<file path="config.mk">
export PLATFORM = sky130hd
export DESIGN_NAME = multicycle_control_flat
export DESIGN_NICKNAME = d
export VERILOG_FILES = /design/src/rtl/multicycle_control_if.sv /design/src/rtl/multicycle_control.sv /design/src/flat_wrapper.sv
export SDC_FILE = /design/constraint.sdc
export NUM_CORES = 1
export LEC_CHECK = 0
export BUFFER_PORTS_ARGS = -buffer_cell sky130_fd_sc_hd__buf_2
export CAP_MARGIN = 5
export CORE_MARGIN = 2
export CORE_UTILIZATION = 51
export CTS_CLUSTER_DIAMETER = 40
export DETAILED_ROUTE_END_ITERATION = 8
export GPL_ROUTABILITY_DRIVEN = 0
export GPL_TIMING_DRIVEN = 0
export PLACE_DENSITY_LB_ADDON = 0.2
export RECOVER_POWER = 50
export SYNTH_ARGS = -nofsm -noshare
export SYNTH_HDL_FRONTEND = slang
export SYNTH_SLANG_ARGS = --single-unit
</file>
<file path="constraint.sdc">
create_clock -name clk -period 2.5 [get_ports clk]
set_input_delay 0.5 -clock clk [delete_from_list [all_inputs] [get_ports clk]]
set_output_delay 0.5 -clock clk [all_outputs]
set_load 0.02 [all_outputs]
</file>
<file path="src/rtl/multicycle_control_if.sv">
// Control bundle between the multicycle controller and its datapath.
// The datapath (master) supplies the fetched word and ALU flag; the controller (slave) drives everything else.
interface multicycle_control_if;
    logic [31:0] instr;
    logic        alu_zero;
    logic        pc_ld_en;
    logic        pc_sel;
    logic        rf_wr_en;
    logic        rf_wr_data_sel;
    logic        rf_b_sel;
    logic [1:0]  imm_ext;
    logic        alu_bin_sel;
    logic [3:0]  alu_func;
    logic        mem_wr_en;
    logic        byte_op;
    logic [31:0] ir;
    logic        illegal;

    modport master (
        output instr, alu_zero,
        input  pc_ld_en, pc_sel, rf_wr_en, rf_wr_data_sel, rf_b_sel,
        input  imm_ext, alu_bin_sel, alu_func, mem_wr_en, byte_op, ir, illegal
    );

    modport slave (
        input  instr, alu_zero,
        output pc_ld_en, pc_sel, rf_wr_en, rf_wr_data_sel, rf_b_sel,
        output imm_ext, alu_bin_sel, alu_func, mem_wr_en, byte_op, ir, illegal
    );
endinterface

</file>
<file path="src/rtl/multicycle_control.sv">
// Moore FSM controller for a multicycle CPU: latches the instruction in IFETCH
// and sequences ALU, register-file, memory and PC controls from state and IR.
module multicycle_control (
    input  logic                 clk,
    input  logic                 rst_n,
    multicycle_control_if.slave  ctl
);
    typedef enum logic [3:0] {
        S_IFETCH, S_DECODE, S_EXEC_R, S_EXEC_I, S_MEM_ADDR,
        S_MEM_RD, S_MEM_WR, S_WB_ALU, S_WB_MEM, S_BRANCH
    } state_t;

    localparam logic [5:0] OP_RTYPE = 6'b100000;
    localparam logic [5:0] OP_LI    = 6'b111000;
    localparam logic [5:0] OP_LUI   = 6'b111001;
    localparam logic [5:0] OP_ADDI  = 6'b110000;
    localparam logic [5:0] OP_ANDI  = 6'b110010;
    localparam logic [5:0] OP_ORI   = 6'b110011;
    localparam logic [5:0] OP_B     = 6'b111111;
    localparam logic [5:0] OP_BEQ   = 6'b000000;
    localparam logic [5:0] OP_BNE   = 6'b000001;
    localparam logic [5:0] OP_LB    = 6'b000011;
    localparam logic [5:0] OP_LW    = 6'b001111;
    localparam logic [5:0] OP_SB    = 6'b000111;
    localparam logic [5:0] OP_SW    = 6'b011111;

    state_t      state_q, state_d;
    logic [31:0] ir_q, ir_d;
    logic [5:0]  opcode;
    logic        is_rtype, is_imm, is_load, is_store, is_branch, is_byte, uses_rt;
    logic [3:0]  exec_func;
    logic [1:0]  exec_imm;

    logic        pc_ld_en, pc_sel, rf_wr_en, rf_wr_data_sel, rf_b_sel;
    logic [1:0]  imm_ext;
    logic        alu_bin_sel, mem_wr_en, byte_op, illegal;
    logic [3:0]  alu_func;

    always_ff @(posedge clk or negedge rst_n) begin
        if (!rst_n) begin
            state_q <= S_IFETCH;
            ir_q    <= '0;
        end else begin
            state_q <= state_d;
            ir_q    <= ir_d;
        end
    end

    assign ir_d   = (state_q == S_IFETCH) ? ctl.instr : ir_q;
    assign opcode = ir_q[31:26];

    always_comb begin
        is_rtype  = (opcode == OP_RTYPE);
        is_imm    = (opcode == OP_LI) || (opcode == OP_LUI) || (opcode == OP_ADDI) ||
                    (opcode == OP_ANDI) || (opcode == OP_ORI);
        is_load   = (opcode == OP_LB) || (opcode == OP_LW);
        is_store  = (opcode == OP_SB) || (opcode == OP_SW);
        is_branch = (opcode == OP_B) || (opcode == OP_BEQ) || (opcode == OP_BNE);
        is_byte   = (opcode == OP_LB) || (opcode == OP_SB);
        uses_rt   = (opcode == OP_SB) || (opcode == OP_SW) ||
                    (opcode == OP_BEQ) || (opcode == OP_BNE);
    end

    // ALU setup of the execute step, reused in WB_ALU so the result stays stable while written back.
    always_comb begin
        exec_func = 4'b0000;
        exec_imm  = 2'b00;
        if (is_rtype) begin
            exec_func = ir_q[3:0];
        end else begin
            case (opcode)
                OP_ANDI: begin exec_func = 4'b0010; exec_imm = 2'b01; end
                OP_ORI:  begin exec_func = 4'b0011; exec_imm = 2'b01; end
                OP_LUI:  exec_imm = 2'b10;
                default: exec_imm = 2'b00;
            endcase
        end
    end

    always_comb begin
        state_d = state_q;
        case (state_q)
            S_IFETCH: state_d = S_DECODE;
            S_DECODE: begin
                if (is_rtype)       state_d = S_EXEC_R;
                else if (is_imm)    state_d = S_EXEC_I;
                else if (is_load || is_store) state_d = S_MEM_ADDR;
                else if (is_branch) state_d = S_BRANCH;
                else                state_d = S_IFETCH;
            end
            S_EXEC_R:   state_d = S_WB_ALU;
            S_EXEC_I:   state_d = S_WB_ALU;
            S_MEM_ADDR: state_d = is_load ? S_MEM_RD : S_MEM_WR;
            S_MEM_RD:   state_d = S_WB_MEM;
            S_WB_MEM:   state_d = S_IFETCH;
            S_MEM_WR:   state_d = S_IFETCH;
            S_WB_ALU:   state_d = S_IFETCH;
            S_BRANCH:   state_d = S_IFETCH;
            default:    state_d = S_IFETCH;
        endcase
    end

    // The effective address is held through the memory states so the access sees a stable ALU result.
    always_comb begin
        pc_ld_en       = 1'b0;
        pc_sel         = 1'b0;
        rf_wr_en       = 1'b0;
        rf_wr_data_sel = 1'b0;
        rf_b_sel       = uses_rt && (state_q != S_IFETCH);
        imm_ext        = 2'b00;
        alu_bin_sel    = 1'b0;
        alu_func       = 4'b0000;
        mem_wr_en      = 1'b0;
        byte_op        = 1'b0;
        illegal        = 1'b0;
        case (state_q)
            S_DECODE: begin
                if (!(is_rtype || is_imm || is_load || is_store || is_branch)) begin
                    illegal  = 1'b1;
                    pc_ld_en = 1'b1;
                end
            end
            S_EXEC_R, S_EXEC_I, S_WB_ALU: begin
                alu_bin_sel = is_imm;
                alu_func    = exec_func;
                imm_ext     = exec_imm;
                if (state_q == S_WB_ALU) begin
                    rf_wr_en = 1'b1;
                    pc_ld_en = 1'b1;
                end
            end
            S_MEM_ADDR, S_MEM_RD, S_MEM_WR, S_WB_MEM: begin
                alu_bin_sel = 1'b1;
                byte_op     = is_byte;
                if (state_q == S_MEM_WR) begin
                    mem_wr_en = 1'b1;
                    pc_ld_en  = 1'b1;
                end
                if (state_q == S_WB_MEM) begin
                    rf_wr_en       = 1'b1;
                    rf_wr_data_sel = 1'b1;
                    pc_ld_en       = 1'b1;
                end
            end
            S_BRANCH: begin
                pc_ld_en = 1'b1;
                imm_ext  = 2'b11;
                alu_func = 4'b0001;
                pc_sel   = (opcode == OP_B) ||
                           ((opcode == OP_BEQ) && ctl.alu_zero) ||
                           ((opcode == OP_BNE) && !ctl.alu_zero);
            end
            default: ;
        endcase
    end

    assign ctl.pc_ld_en       = pc_ld_en;
    assign ctl.pc_sel         = pc_sel;
    assign ctl.rf_wr_en       = rf_wr_en;
    assign ctl.rf_wr_data_sel = rf_wr_data_sel;
    assign ctl.rf_b_sel       = rf_b_sel;
    assign ctl.imm_ext        = imm_ext;
    assign ctl.alu_bin_sel    = alu_bin_sel;
    assign ctl.alu_func       = alu_func;
    assign ctl.mem_wr_en      = mem_wr_en;
    assign ctl.byte_op        = byte_op;
    assign ctl.illegal        = illegal;
    assign ctl.ir             = ir_q;
endmodule

</file>
<file path="src/flat_wrapper.sv">
// flat-port wrapper written by rule: the top's interface ports become plain ports
module multicycle_control_flat 
  (clk, rst_n, ctl_instr, ctl_alu_zero, ctl_pc_ld_en, ctl_pc_sel, ctl_rf_wr_en, ctl_rf_wr_data_sel, ctl_rf_b_sel, ctl_imm_ext, ctl_alu_bin_sel, ctl_alu_func, ctl_mem_wr_en, ctl_byte_op, ctl_ir, ctl_illegal);
  multicycle_control_if ctl_i ();
  input  logic clk;
  input  logic rst_n;
  input wire logic [$bits(ctl_i.instr)-1:0] ctl_instr;
  input wire logic [$bits(ctl_i.alu_zero)-1:0] ctl_alu_zero;
  output wire logic [$bits(ctl_i.pc_ld_en)-1:0] ctl_pc_ld_en;
  output wire logic [$bits(ctl_i.pc_sel)-1:0] ctl_pc_sel;
  output wire logic [$bits(ctl_i.rf_wr_en)-1:0] ctl_rf_wr_en;
  output wire logic [$bits(ctl_i.rf_wr_data_sel)-1:0] ctl_rf_wr_data_sel;
  output wire logic [$bits(ctl_i.rf_b_sel)-1:0] ctl_rf_b_sel;
  output wire logic [$bits(ctl_i.imm_ext)-1:0] ctl_imm_ext;
  output wire logic [$bits(ctl_i.alu_bin_sel)-1:0] ctl_alu_bin_sel;
  output wire logic [$bits(ctl_i.alu_func)-1:0] ctl_alu_func;
  output wire logic [$bits(ctl_i.mem_wr_en)-1:0] ctl_mem_wr_en;
  output wire logic [$bits(ctl_i.byte_op)-1:0] ctl_byte_op;
  output wire logic [$bits(ctl_i.ir)-1:0] ctl_ir;
  output wire logic [$bits(ctl_i.illegal)-1:0] ctl_illegal;
  assign ctl_i.instr = ctl_instr;
  assign ctl_i.alu_zero = ctl_alu_zero;
  assign ctl_pc_ld_en = ctl_i.pc_ld_en;
  assign ctl_pc_sel = ctl_i.pc_sel;
  assign ctl_rf_wr_en = ctl_i.rf_wr_en;
  assign ctl_rf_wr_data_sel = ctl_i.rf_wr_data_sel;
  assign ctl_rf_b_sel = ctl_i.rf_b_sel;
  assign ctl_imm_ext = ctl_i.imm_ext;
  assign ctl_alu_bin_sel = ctl_i.alu_bin_sel;
  assign ctl_alu_func = ctl_i.alu_func;
  assign ctl_mem_wr_en = ctl_i.mem_wr_en;
  assign ctl_byte_op = ctl_i.byte_op;
  assign ctl_ir = ctl_i.ir;
  assign ctl_illegal = ctl_i.illegal;
  multicycle_control u_core (.clk(clk), .rst_n(rst_n), .ctl(ctl_i));
endmodule
</file>
==> results of run 1 <==
-- synthesized netlist by cell type (2+ instances only) --
master	number	area, sq um
clkbuf_1	2	7.51
nand2_1	12	45.0
and2_1	2	12.5
a211oi_1	2	15.0
nor4_4	2	42.5
nand3_1	2	10.0
a31oi_1	2	12.5
o2111ai_1	2	17.5
o21bai_1	2	15.0
nand3b_1	2	15.0
a21oi_1	2	10.0
nor3_1	4	20.0
nand4b_1	3	26.3
buf_6	3	33.8
inv_1	3	11.3
nand4_1	3	18.8
or4_1	2	15.0
nor2_1	13	48.8
mux2_2	30	338
o21ai_0	5	25.0
nand2b_1	3	18.8
dfrtp_1	36	901
nor2b_1	5	31.3
buf_2	8	40.0
-- flip-flops by register name, summed over array words and instances (netlist names) --
name,cells
u_core.ctl.ir,32
u_core.state_q,4
-- logic make-up after synthesis --
group | Yosys count
compound gates | 25
simple gates | 59
flops | 36
mux | 32
buf+inv | 16
xor+xnor | 2
-- power groups by stage --
stage	clock network, mW	logic, mW	registers [mW]
2_1_floorplan	0	1.23	1.42
3_3_place_gp	0	2.11	1.10
3_5_place_dp	0	2.13	1.11
4_1_cts	0.446	2.14	1.11
5_1_grt	0.473	2.26	1.15
6_report	0.434	2.09	1.11
-- layout make-up --
cell class | count | share of cell area, %
Tap cell | 48 | 2.45
Multi-Input combinational cell | 118 | 37.6
Inverter | 3 | 0.460
Buffer | 13 | 3.37
Sequential cell | 36 | 36.9
Clock buffer | 7 | 3.94
Timing Repair Buffer | 81 | 15.3
-- worst min path at each step --
stage                      from                end  slack (ns)  depth (start not counted)
2_1_floorplan             rst_n   u_core.ctl.ir[0]        0.20                          0
3_3_place_gp   u_core.ctl.ir[4]   u_core.ctl.ir[4]        0.48                          1
3_5_place_dp   u_core.ctl.ir[8]   u_core.ctl.ir[8]        0.49                          1
4_1_cts                   rst_n  u_core.state_q[2]        0.31                          1
5_1_grt           ctl_instr[26]  u_core.ctl.ir[26]        0.44                          3
6_report          ctl_instr[29]  u_core.ctl.ir[29]        0.42                          3
-- worst max-delay path, stage by stage (launching register included) --
cell and delay [ns]:
dfrtp_2 0.45, or4_1 0.52, o311a_1 0.14, o21ai_2 0.15, o221ai_1 0.14, buf_2 0.19
-- per-layer routing --
layer  global-route usage [%]  routed length (um)  share of wire (%)
met1                     27.5                1930                 46
met2                     32.9                1960                 47
met3                     5.14                 263                6.3
met4                     7.03                  48                1.1
met5                        0                   0                  0
==> reports/metrics.cfg, run 1 <==
[run_status]
status=complete, but fails checks
violations=max-capacitance violations, max-slew violations

[worst_setup_path]
crit_start=u_core.ctl.ir[29]
endpoint_kind=output port
critPathKind=reg -> out
r2r_cells=3
startpoint_type=flop
rrSetupSlack_ns=0.76
crit_arrival_ns=1.88
worstReg2RegEnd=u_core.ctl.ir[18]
critical_path_required_ns=2.00
crit-reg2reg-launch=u_core.state_q[1]
worstPathMaxFanout=8
crit_path_end=ctl_pc_ld_en

[global_route]
antenna_found_initial=0
grt_pass1_vias=1518
grt_max_degree=37
grt_pass1_wl_mm=6.76
grt_overflow=0
grt_usage_pct=20.6

[floorplan]
dieArea_sq_um=4240
die_w_um=65.1
start_util_pct=52.5
die_y_um=65.1
core_sq_um=3630
rows=22
io_pins=82

[detailed_routing]
drtPass1Iterations=4
drt-wirelength-per-cell_um=13.7
vias=1613
ant_nets=0
drc=0
wirelength_mm=4.20
viasPerCell=5.27
drtIter0Drc=58

[synthesis]
synth-async-reset-ratio_pct=100
synth_top_family_by_area=multiplexers
syn-num-nets=205
synth.area.mux_share_pct=18.8
synth_adder_area_share_pct=0
syn_area_sq_um=1910
synthXorXnorAreaFrac_pct=0.919
synth-edff-count=0
synth-compound-area-share_pct=9.38
yosys.area_share.simple_pct=18.8
synth_cell_types=44
ys.flop_type=dfrtp_1
postSynthAreaPerCell_sq_um=11.2
synth.ff_latch_count=36
ys_seq_area_share_pct=47.2
syn_inst=170
synth_warnings=0

[timing]
rsz0062_at_grt=false
drv_slew=37
hold_viol=0
fin_crit_ns=2.38
setup_slack_ns=0.122
slew_headroom_pct=-21.9
whs_ns=0.421
tightest_slew_ns=1.83
fin_tns_setup_ns=0
finalSetupViolCount=0
fmax_mhz=420
min_period_over_period_pct=95.1
fin_worst_skew_ns=0.00493

[final_layout]
fin_util_pct=67.4
stdcell_count=306
final_cell_mix=buf_2 (65), dfrtp_1 (35), mux2_2 (30)
drive_gt1_share_pct=44.2
fillers=340
syn_to_final_growth_pct=28.3
final_common_cell=buf_2
antenna_cells=0
nets=293
fin_area_sq_um=2450
multi_input_area_sq_um=920
regArea_sq_um=902

[placement]
place_area_sq_um=2370
place_ws_ns=0.380
hpwlAfterDp_mm=3.18
dp_cells=299
io_buffers=81

[clocking]
cts_buffers=5
clock_latency_ns=0.28
cts_setup_buffers=0
clk_pin_slew_ns=0.07
cts-htree-levels=2
max-clock-path-buffers=2
cts_tree=done
hold_buffers=0
clock-root-buffer=clkbuf_8
cts.sinks=36
cts_resized=0

[power]
p_seq_share_pct=30.6
finalPower_mw=3.64
pwr-share-clk_pct=11.9
peakVddDrop_uv=763
p_leak_nw=1.12
p_sw_mw=1.63
comb_power_share_pct=57.5
pwr_density_cell_nw_per_um2=1490
switching_share_pct=44.8
p_int_mw=2.01

[flow_run]
maxCapViolations=1

[hold_path]
worst_hold_path_type=in -> reg

(Power assumes the default switching activity.)
==> run 2: changes to the inputs <==
--- a/config.mk
+++ b/config.mk
@@ -8,7 +8,7 @@
 export BUFFER_PORTS_ARGS = -buffer_cell sky130_fd_sc_hd__buf_2
 export CAP_MARGIN = 5
 export CORE_MARGIN = 2
-export CORE_UTILIZATION = 51
+export CORE_UTILIZATION = 47
 export CTS_CLUSTER_DIAMETER = 40
 export DETAILED_ROUTE_END_ITERATION = 8
 export GPL_ROUTABILITY_DRIVEN = 0
==> constraint.sdc (replaced) <==
create_clock -name clk -period 2.6 [get_ports clk]
set_input_delay 0.52 -clock clk [delete_from_list [all_inputs] [get_ports clk]]
set_output_delay 0.52 -clock clk [all_outputs]
set_load 0.02 [all_outputs]
==> reports/metrics.cfg, run 2 (synthesized netlist as in run 1, its figures left out) <==
[floorplan]
core_sq_um=3940  ; +8.5%
dieArea_sq_um=4580  ; +8.0%
die_w_um=67.7  ; +3.9%
rows=23  ; +4.5%
die_y_um=67.7  ; +3.9%
io_pins=82  ; unchanged
start_util_pct=48.4  ; -4.1 points

[timing]
fin_worst_skew_ns=0.00262  ; -0.00231 ns
rsz0062_at_grt=false
tightest_slew_ns=1.88  ; +0.0560 ns
fmax_mhz=404
finalSetupViolCount=0  ; unchanged
fin_tns_setup_ns=0  ; unchanged
fin_crit_ns=2.47
whs_ns=0.443  ; +0.0218 ns
hold_viol=0  ; unchanged
drv_slew=37  ; unchanged
min_period_over_period_pct=95.1
slew_headroom_pct=-25.6  ; -3.7 points

[clocking]
cts.sinks=36  ; unchanged
clock_latency_ns=0.28  ; about the same
cts-htree-levels=2  ; unchanged
cts_setup_buffers=0  ; unchanged
max-clock-path-buffers=2  ; unchanged
cts_resized=0  ; unchanged
cts_tree=done
clk_pin_slew_ns=0.07  ; about the same
hold_buffers=0  ; unchanged
cts_buffers=5  ; unchanged
clock-root-buffer=clkbuf_8

[hold_path]
worst_hold_path_type=in -> reg
min-delay-start=ctl_instr[29]
hold_depth=3  ; unchanged

[worst_setup_path]
r2r_cells=3  ; unchanged
cpPeakStageDelay_ns=0.47  ; -0.05 ns
startpoint_type=flop
cp_num_buf_inv=1  ; unchanged
crit-reg2reg-launch=u_core.state_q[1]
worst-path-stages=5  ; unchanged
cpMaxStageDelayCell=dfrtp_1
crit_chain=or3_4, nor4_4, nand2_1, o211ai_1, buf_2
crit_family=simple AND/OR/NAND/NOR gates
endpoint_kind=output port
critPathKind=reg -> out
crit_start=u_core.ctl.ir[29]
critical_path_required_ns=2.08  ; +0.08 ns
worstPathMaxFanout=8  ; unchanged
crit_arrival_ns=1.95  ; +0.07 ns

[global_route]
use_met2_pct=32.8  ; about the same
use_met1_pct=25.2  ; -2.3 points
grt_overflow=0  ; unchanged
met3_usage_pct=6.00  ; +0.86 points
grt_max_degree=37  ; unchanged
grt_pass1_vias=1493  ; -1.6%
antenna_found_initial=0  ; unchanged
grt_usage_pct=19.9  ; -0.70 points
grt_pass1_wl_mm=6.79  ; +0.40%
top_usage_layer=met2

[final_layout]
fillers=370  ; +8.8%
drive_gt1_share_pct=42.1  ; -2.1 points
final_common_cell=buf_2
fin_area_sq_um=2430  ; -0.72%
nets=293  ; unchanged
largest_register_ffs=32  ; unchanged
syn_to_final_growth_pct=27.4
final_cell_mix=buf_2 (65), dfrtp_1 (36), mux2_2 (30)
fin_util_pct=61.6  ; -5.7 points
antenna_cells=0  ; unchanged
stdcell_count=309  ; +0.98%

[detailed_routing]
viasPerCell=5.24  ; -0.60%
drtIter0Drc=66  ; +14%
drtPass1Iterations=4  ; unchanged
drt-wirelength-per-cell_um=14.3  ; +4.3%
vias=1619  ; +0.37%
ant_nets=0  ; unchanged
drc=0  ; unchanged
wirelength_mm=4.43  ; +5.4%

[flow_run]
maxCapViolations=1  ; unchanged

[placement]
io_buffers=81  ; unchanged
place_area_sq_um=2370  ; +0.11%
hpwlAfterDp_mm=3.36  ; +5.8%
dp_cells=301  ; +0.67%

[run_status]
violations=max-capacitance violations, max-slew violations
status=complete, but fails checks

[power]
p_leak_nw=1.11  ; -1.1%
pwr_density_cell_nw_per_um2=1420  ; -4.4%
peakVddDrop_uv=639  ; -16%

==> run 2: cell types whose count changed in the layout (fill, tap and decap cells not counted) <==
cell and change:
nor2b_2 -1, dfrtp_2 -1, o21ai_2 -1, a21boi_0 +1, clkbuf_2 -1, clkbuf_1 +3
o21ai_1 +1, dfrtp_1 +1, clkbuf_8 -2, nor2b_1 +1, a21boi_1 -1, clkinv_4 +1
==> run 2: cell type report <==
| type | instances | area [sq um] | share of cell area, % |
|---|---|---|---|
| repair buffers | 81 | 375 | 15.4 |
| clock inverters | 1 | 8.76 | 0.360 |
| well taps | 50 | 62.6 | 2.57 |
| plain buffers | 13 | 81.3 | 3.35 |
| multi-input cells | 118 | 913 | 37.6 |
| inverters | 3 | 11.3 | 0.463 |
| clock buffers | 7 | 76.3 | 3.14 |
| flip-flops and latches | 36 | 901 | 37.1 |
==> run 2: final timing paths <==
path	end	slack [ns]
min in group asynchronous	u_core.ctl.ir[16]	0.75
max in group asynchronous	u_core.ctl.ir[0]	0.77
worst max-delay path	ctl_alu_func[0]	0.13
worst min register to register	u_core.ctl.ir[5]	0.51
worst min-delay path	u_core.ctl.ir[29]	0.44
worst max register to register	u_core.ctl.ir[17]	0.84
==> run 2: power by group <==
part | switching (mW) | total, mW | internal (mW)
combinational | 1.18 | 2.01 | 0.830
sequential | 0.205 | 1.06 | 0.855
clock | 0.193 | 0.385 | 0.191
==> run 2: tightest hold or removal path: cells and delay by family <==
family	cells	cell delay, ns
AOI/OAI and AO/OA	1	0.06
buffers and inverters	1	0.07
and+or+nand+nor	1	0.03
==> run 2: metrics by stage <==
stage | total power, mW | setup slack (ns)
after floorplan | 2.54 | 0.405
after global placement | 3.10 | 0.435
after detailed placement | 3.13 | 0.429
after CTS | 3.53 | 0.108
after global routing | 3.70 | 0.0216
final | 3.45 | 0.127
==> run 2: routing by layer <==
layer	routed length, um	vias to the layer above
li1	-	788
met1	1880	771
met2	2240	51
met3	254	9
met4	55	0
met5	0	-
